### config.mk
export PLATFORM = sky130hd
export DESIGN_NAME = mfp_ahb_fabric
export DESIGN_NICKNAME = d
export VERILOG_FILES = /design/src/rtl/mfp_ahb_fabric_pkg.sv /design/src/rtl/mfp_ahb_default_slave.sv /design/src/rtl/mfp_ahb_fabric.sv
export SDC_FILE = /design/constraint.sdc
export NUM_CORES = 1
export LEC_CHECK = 0
export ABC_AREA = 1
export BUFFER_PORTS_ARGS = -buffer_cell sky130_fd_sc_hd__buf_2
export CAP_MARGIN = 20
export CELL_PAD_IN_SITES_DETAIL_PLACEMENT = 0
export CELL_PAD_IN_SITES_GLOBAL_PLACEMENT = 2
export CORE_MARGIN = 10
export CORE_UTILIZATION = 16
export DETAILED_ROUTE_END_ITERATION = 12
export GPL_ROUTABILITY_DRIVEN = 0
export PLACE_DENSITY_LB_ADDON = 0.1
export REMOVE_ABC_BUFFERS = 1
export SLEW_MARGIN = 15
export SYNTH_ARGS = -nofsm -noshare
export SYNTH_HDL_FRONTEND = slang
export SYNTH_SLANG_ARGS = --single-unit
### constraint.sdc
create_clock -name HCLK -period 1.86 [get_ports HCLK]
set_clock_uncertainty 0.15 [all_clocks]
set_input_delay 0 -clock HCLK [delete_from_list [all_inputs] [get_ports HCLK]]
set_output_delay 0 -clock HCLK [all_outputs]
set_load 0.1 [all_outputs]
### src/rtl/mfp_ahb_fabric_pkg.sv
// Shared types and legacy MIPSfpga memory map for the AHB-lite fabric.
`default_nettype none

package mfp_ahb_fabric_pkg;

   // Legacy map; bits 31:29 are ignored so kseg0/kseg1 aliases decode alike.
   localparam logic [31:0] BOOT_RAM_BASE = 32'h1FC0_0000;
   localparam logic [31:0] BOOT_RAM_MASK = 32'h1FC0_0000;
   localparam logic [31:0] PRG_RAM_BASE  = 32'h0000_0000;
   localparam logic [31:0] PRG_RAM_MASK  = 32'h1000_0000;
   localparam logic [31:0] GPIO_BASE     = 32'h1F80_0000;
   localparam logic [31:0] GPIO_MASK     = 32'h1FFF_FFF8;
   localparam logic [31:0] SEG_BASE      = 32'h1F70_0000;
   localparam logic [31:0] SEG_MASK      = 32'h1FF0_0000;
   localparam logic [31:0] IP_BASE       = 32'h1F80_000C;
   localparam logic [31:0] IP_MASK       = 32'h1FFF_FFFC;

   // Unused slots compare all-ones against a zero mask, so they never hit.
   localparam logic [32*8-1:0] LEGACY_BASE = {
      {3{32'hFFFF_FFFF}}, IP_BASE, SEG_BASE, GPIO_BASE, PRG_RAM_BASE, BOOT_RAM_BASE};
   localparam logic [32*8-1:0] LEGACY_MASK = {
      {3{32'h0000_0000}}, IP_MASK, SEG_MASK, GPIO_MASK, PRG_RAM_MASK, BOOT_RAM_MASK};

   typedef enum logic [1:0] {
      DS_IDLE = 2'd0,
      DS_ERR1 = 2'd1,
      DS_ERR2 = 2'd2
   } ds_state_t;

   function automatic logic addr_hit(input logic [31:0] addr,
                                     input logic [31:0] base,
                                     input logic [31:0] mask);
      return (addr & mask) == base;
   endfunction

endpackage

`default_nettype wire

### src/rtl/mfp_ahb_default_slave.sv
// Default slave: two-cycle ERROR response for unmapped transfers plus error statistics.
`default_nettype none

module mfp_ahb_default_slave
   import mfp_ahb_fabric_pkg::*;
#(
   parameter int ERR_CNT_W = 16
) (
   input  logic                 clk,
   input  logic                 rst,
   input  logic                 accept_err,
   input  logic [31:0]          haddr,
   output logic                 ready,
   output logic                 resp,
   output logic [ERR_CNT_W-1:0] err_count,
   output logic [31:0]          err_addr
);

   ds_state_t state, state_next;

   always_ff @(posedge clk) begin
      if (rst) state <= DS_IDLE;
      else     state <= state_next;
   end

   always_comb begin
      state_next = state;
      ready      = 1'b1;
      resp       = 1'b0;
      case (state)
         DS_IDLE: if (accept_err) state_next = DS_ERR1;
         DS_ERR1: begin
            ready      = 1'b0;
            resp       = 1'b1;
            state_next = DS_ERR2;
         end
         DS_ERR2: begin
            resp       = 1'b1;
            state_next = accept_err ? DS_ERR1 : DS_IDLE;
         end
         default: state_next = DS_IDLE;
      endcase
   end

   // Every accepted unmapped transfer is exactly one ERR1 entry.
   always_ff @(posedge clk) begin
      if (rst) begin
         err_count <= '0;
         err_addr  <= '0;
      end else if (accept_err) begin
         if (err_count != '1) err_count <= err_count + ERR_CNT_W'(1);
         err_addr <= haddr;
      end
   end

endmodule

`default_nettype wire

### src/rtl/mfp_ahb_fabric.sv
// AHB-lite single-master fabric: address decode, data-phase response mux and default slave.
`default_nettype none

module mfp_ahb_fabric
   import mfp_ahb_fabric_pkg::*;
#(
   parameter int                       N_SLAVES  = 5,
   parameter logic [N_SLAVES*32-1:0]   BASE_ADDR = LEGACY_BASE[N_SLAVES*32-1:0],
   parameter logic [N_SLAVES*32-1:0]   ADDR_MASK = LEGACY_MASK[N_SLAVES*32-1:0],
   parameter int                       ERR_CNT_W = 16
) (
   input  logic                   HCLK,
   input  logic                   HRESET,
   input  logic [31:0]            HADDR,
   input  logic [1:0]             HTRANS,
   output logic [N_SLAVES-1:0]    HSEL_S,
   input  logic [N_SLAVES*32-1:0] S_HRDATA,
   input  logic [N_SLAVES-1:0]    S_HREADYOUT,
   input  logic [N_SLAVES-1:0]    S_HRESP,
   output logic [31:0]            HRDATA,
   output logic                   HREADY,
   output logic                   HRESP,
   output logic [ERR_CNT_W-1:0]   ERR_COUNT,
   output logic [31:0]            ERR_ADDR
);

   logic [N_SLAVES-1:0] hit;
   logic [N_SLAVES-1:0] sel;
   logic                def_sel;
   logic                accept_err;
   logic [N_SLAVES:0]   dsel;          // bit N_SLAVES is the default slave
   logic [31:0]         rd_term [N_SLAVES];
   logic [31:0]         rdata;
   logic                def_ready;
   logic                def_resp;

   for (genvar i = 0; i < N_SLAVES; i++) begin : g_decode
      assign hit[i] = addr_hit(HADDR, BASE_ADDR[32*i +: 32], ADDR_MASK[32*i +: 32]);
   end

   // Lowest index wins among overlapping regions.
   always_comb begin
      logic lower;
      sel   = '0;
      lower = 1'b0;
      for (int i = 0; i < N_SLAVES; i++) begin
         sel[i] = hit[i] & ~lower;
         lower  = lower | hit[i];
      end
   end

   assign HSEL_S     = sel;
   assign def_sel    = ~|hit & HTRANS[1];
   assign accept_err = HREADY & def_sel;

   // IDLE/BUSY leaves the data phase empty so the fabric answers OKAY itself.
   always_ff @(posedge HCLK) begin
      if (HRESET)      dsel <= '0;
      else if (HREADY) dsel <= {def_sel, sel & {N_SLAVES{HTRANS[1]}}};
   end

   for (genvar i = 0; i < N_SLAVES; i++) begin : g_rdmux
      assign rd_term[i] = S_HRDATA[32*i +: 32] & {32{dsel[i]}};
   end

   always_comb begin
      rdata = '0;
      for (int i = 0; i < N_SLAVES; i++) rdata = rdata | rd_term[i];
   end

   assign HRDATA = rdata;
   assign HREADY = ~|dsel
                 | |(dsel[N_SLAVES-1:0] & S_HREADYOUT)
                 | (dsel[N_SLAVES] & def_ready);
   assign HRESP  = |(dsel[N_SLAVES-1:0] & S_HRESP)
                 | (dsel[N_SLAVES] & def_resp);

   mfp_ahb_default_slave #(
      .ERR_CNT_W (ERR_CNT_W)
   ) u_default_slave (
      .clk        (HCLK),
      .rst        (HRESET),
      .accept_err (accept_err),
      .haddr      (HADDR),
      .ready      (def_ready),
      .resp       (def_resp),
      .err_count  (ERR_COUNT),
      .err_addr   (ERR_ADDR)
   );

endmodule

`default_nettype wire

==> summary.txt <==
Setup path
  • Crit-path max FO: 8
  • Kind of critical path: reg2reg
  • Worst Path Required: 1950 ps
  • Worst path arrival time: 1940 ps
  • Critical path launch point type: flip-flop
  • Critical Path End Type: flip-flop

STA
  • Final WS setup: 7.661 ps
  • Min Hold Slack: 49.86 ps
  • Worst Tran Pin Value: 510.6 ps
  • Tcrit/Tclk final: 99.59%
  • Total negative slack: 0 ps
  • Slew headroom: 66.20%
  • RSZ-0062 raised after global routing: yes
  • Period minus WS final: 1852 ps
  • Highest clock rate: 539.9 MHz
  • Final Hold Vio Count: 0
  • Final setup vio count: 0
  • Max Slew Vio Count: 0

Synthesis
  • Post-Syn Instances: 618
  • Synth Register Bits: 56
  • Post-Synth XOR/XNOR Area: 2.986%
  • Seq/Total Area, Yosys: 29.40%
  • Main combinational cell family by area after synthesis: simple AND/OR/NAND/NOR gates
  • Syn Area/Cell: 6.171 um^2
  • Post-synthesis mux area share: 0%
  • Yosys cell types: 30
  • Adder-Cell Fraction of Synth Area: 1.640%
  • Simple-gate share of the synthesized area: 42.78%
  • Synth Area in Compound Gates: 16.01%
  • Synth Warn #: 0
  • Cell Area, Synth: 3814 um^2

Placement
  • Hpwl dp: 18,290 um
  • Number of port buffers: 291
  • Cells after DPL: 1,237
  • Post-Place Worst Slack: -26.30 ps

Power
  • Pwr dens: 536.0 nW/um^2
  • Lkg Pwr: 3.620 nW
  • VDD IR max: 0.4510 mV

Die
  • Initial Util: 16.25%
  • Die height: 174.4 um
  • Die area: 30,410 um^2
  • Core Area: 23,470 um^2
  • Die X: 174.4 um
  • Rows: 56
  • Ports: 293

Clock tree
  • H-tree depth: 2
  • CTS tree: yes
  • Clock-pin slew on the worst setup and hold paths: 80 ps
  • Clk_lat worst skew: 300 ps
  • Num CTS Buffers: 5
  • Clk buf depth: 2
  • Clk sink count: 56
  • Root buffer cell: clkbuf_16

Global route
  • Total gr overflow: 0
  • Vias in the first global route: 5,426
  • Largest net degree at the start of global routing: 35
  • Initial antenna violation count: 3
  • First-pass GRT wire length: 33,740 um
  • Total track usage: 13.95%

Layout
  • Layout area overhead: 88.19%
  • Layout cells sized above 1: 43.52%
  • # fillers: 2,613
  • Final Net Count: 1,175
  • Final Non-Filler Cells: 1,287
  • Final Core Density: 30.58%

Drt
  • DR pass1 iterations: 4
  • Total wire length: 22,910 um
  • DR vias: 5,368
  • Routed WL per cell: 17.80 um
  • DR vias/cell: 4.171
  • DRT iter0 DRCs: 242
  • Post-route DRC: 0
  • Antenna viol nets, final: 0

Run status
  • Status: completed

Flow run
  • Max-Cap Viols: 0

Min path
  • Hold Path Class: in2reg
## flip-flops by register name, indices dropped and copies added, names as in the netlist
register,cells
u_default_slave.err_count,16
dsel,6
u_default_slave.state,2
u_default_slave.err_addr,32
## path summary, 6_finish.rpt
kind	startpoint	end	slack, ps	cells after the start
worst min register to register	u_default_slave.err_addr[28]	u_default_slave.err_addr[28]	330	2
worst max-delay path	u_default_slave.state[1]	u_default_slave.err_count[6]	8	13
worst max register to register	u_default_slave.state[1]	u_default_slave.err_count[6]	8	13
worst min-delay path	HRESET	u_default_slave.err_count[1]	50	3
## cell usage in the layout (no fill, tap or decap), drive strengths merged
cell         synthesis  layout
buf                 16     340
nand2              236     236
nor2               113     113
dfxtp               56      56
nand3               37      37
a221oi              33      33
dlygate4sd3          0      32
o21ai               31      31
inv                 27      29
a21oi               24      24
xor2                 9       9
clkbuf              20       8
ha                   5       5
xnor2                4       4
diode                0       3
nor3                 3       3
nand4                2       2
a22o                 1       1
nor4                 1       1
clkinvlp             0       1
## per-layer routing
metal / GRT usage (%) / vias to the layer above / part of all wire [%]
met2: 25.33 / 192 / 50
met4: 2.244 / 2 / 0.69
li1: - / 2704 / -
met3: 3.792 / 11 / 7.4
met5: 0 / - / 0.057
met1: 16.16 / 2459 / 42
## worst max-delay path: stages (launching register included)
cell	delay (ps)
dfxtp_2	340
inv_2	50
ha_4	150
inv_2	50
nand2_2	50
nand4_1	110
nor2_4	70
nor2_8	90
nand2_4	50
nor2_4	170
buf_12	140
clkbuf_16	160
nand3_1	90
a21oi_2	130
## kinds of logic after synthesis
family	Yosys count
flip-flops	56
adder cells (fa/ha/maj)	5
buffers and inverters	63
AO/OA/AOI/OAI	89
XOR/XNOR	13
AND/OR/NAND/NOR	392
## through the flow
stage	instance area [um^2]	power [mW]
after global routing	7174	4.031
after detailed placement	6382	2.736
after floorplan	3641	2.152
final	7177	3.847
after global placement	6382	2.734
after CTS	6872	3.845
## final cells by class
class	count	area, um^2	share of cell area, %
inverters	27	101.3	1.412
clock inverters	3	25.02	0.3487
multi-input cells	499	2601	36.24
repair buffers	375	2788	38.84
well taps	319	399.1	5.561
clock buffers	5	125.1	1.743
diodes	3	7.507	0.1046
flip-flops and latches	56	1130	15.74
## Yosys cell counts, drive strengths merged
master  number  area share (%)
nand3       37             5.3
a22o         1            0.23
nor4         1            0.16
nor2       113              12
xor2         9             2.1
clkbuf      20             2.0
ha           5             1.6
dfxtp       56              29
xnor2        4            0.92
nand2      236              24
inv         27             2.7
nor3         3            0.69
nand4        2            0.33
o21ai       31             4.1
a221oi      33             7.6
buf         16             2.5
a21oi       24             4.1
## where the power goes
part	internal, mW	switching [mW]	leakage [nW]
clock network	0.512	0.513	0.0708
logic	0.510	1.01	3.09
registers	1.26	0.0367	0.461
## timing repair
action | in CTS | in global routing
pin swaps | 2 | 16
gates resized for setup | 7 | 44
hold buffers | 32 | 0
endpoints found under the hold margin | 32 | 0
setup buffers | 0 | 4
endpoints found under the setup margin | 36 | 68
cloned | 0 | 3
No activity file was read; power rests on OpenSTA's default activity.
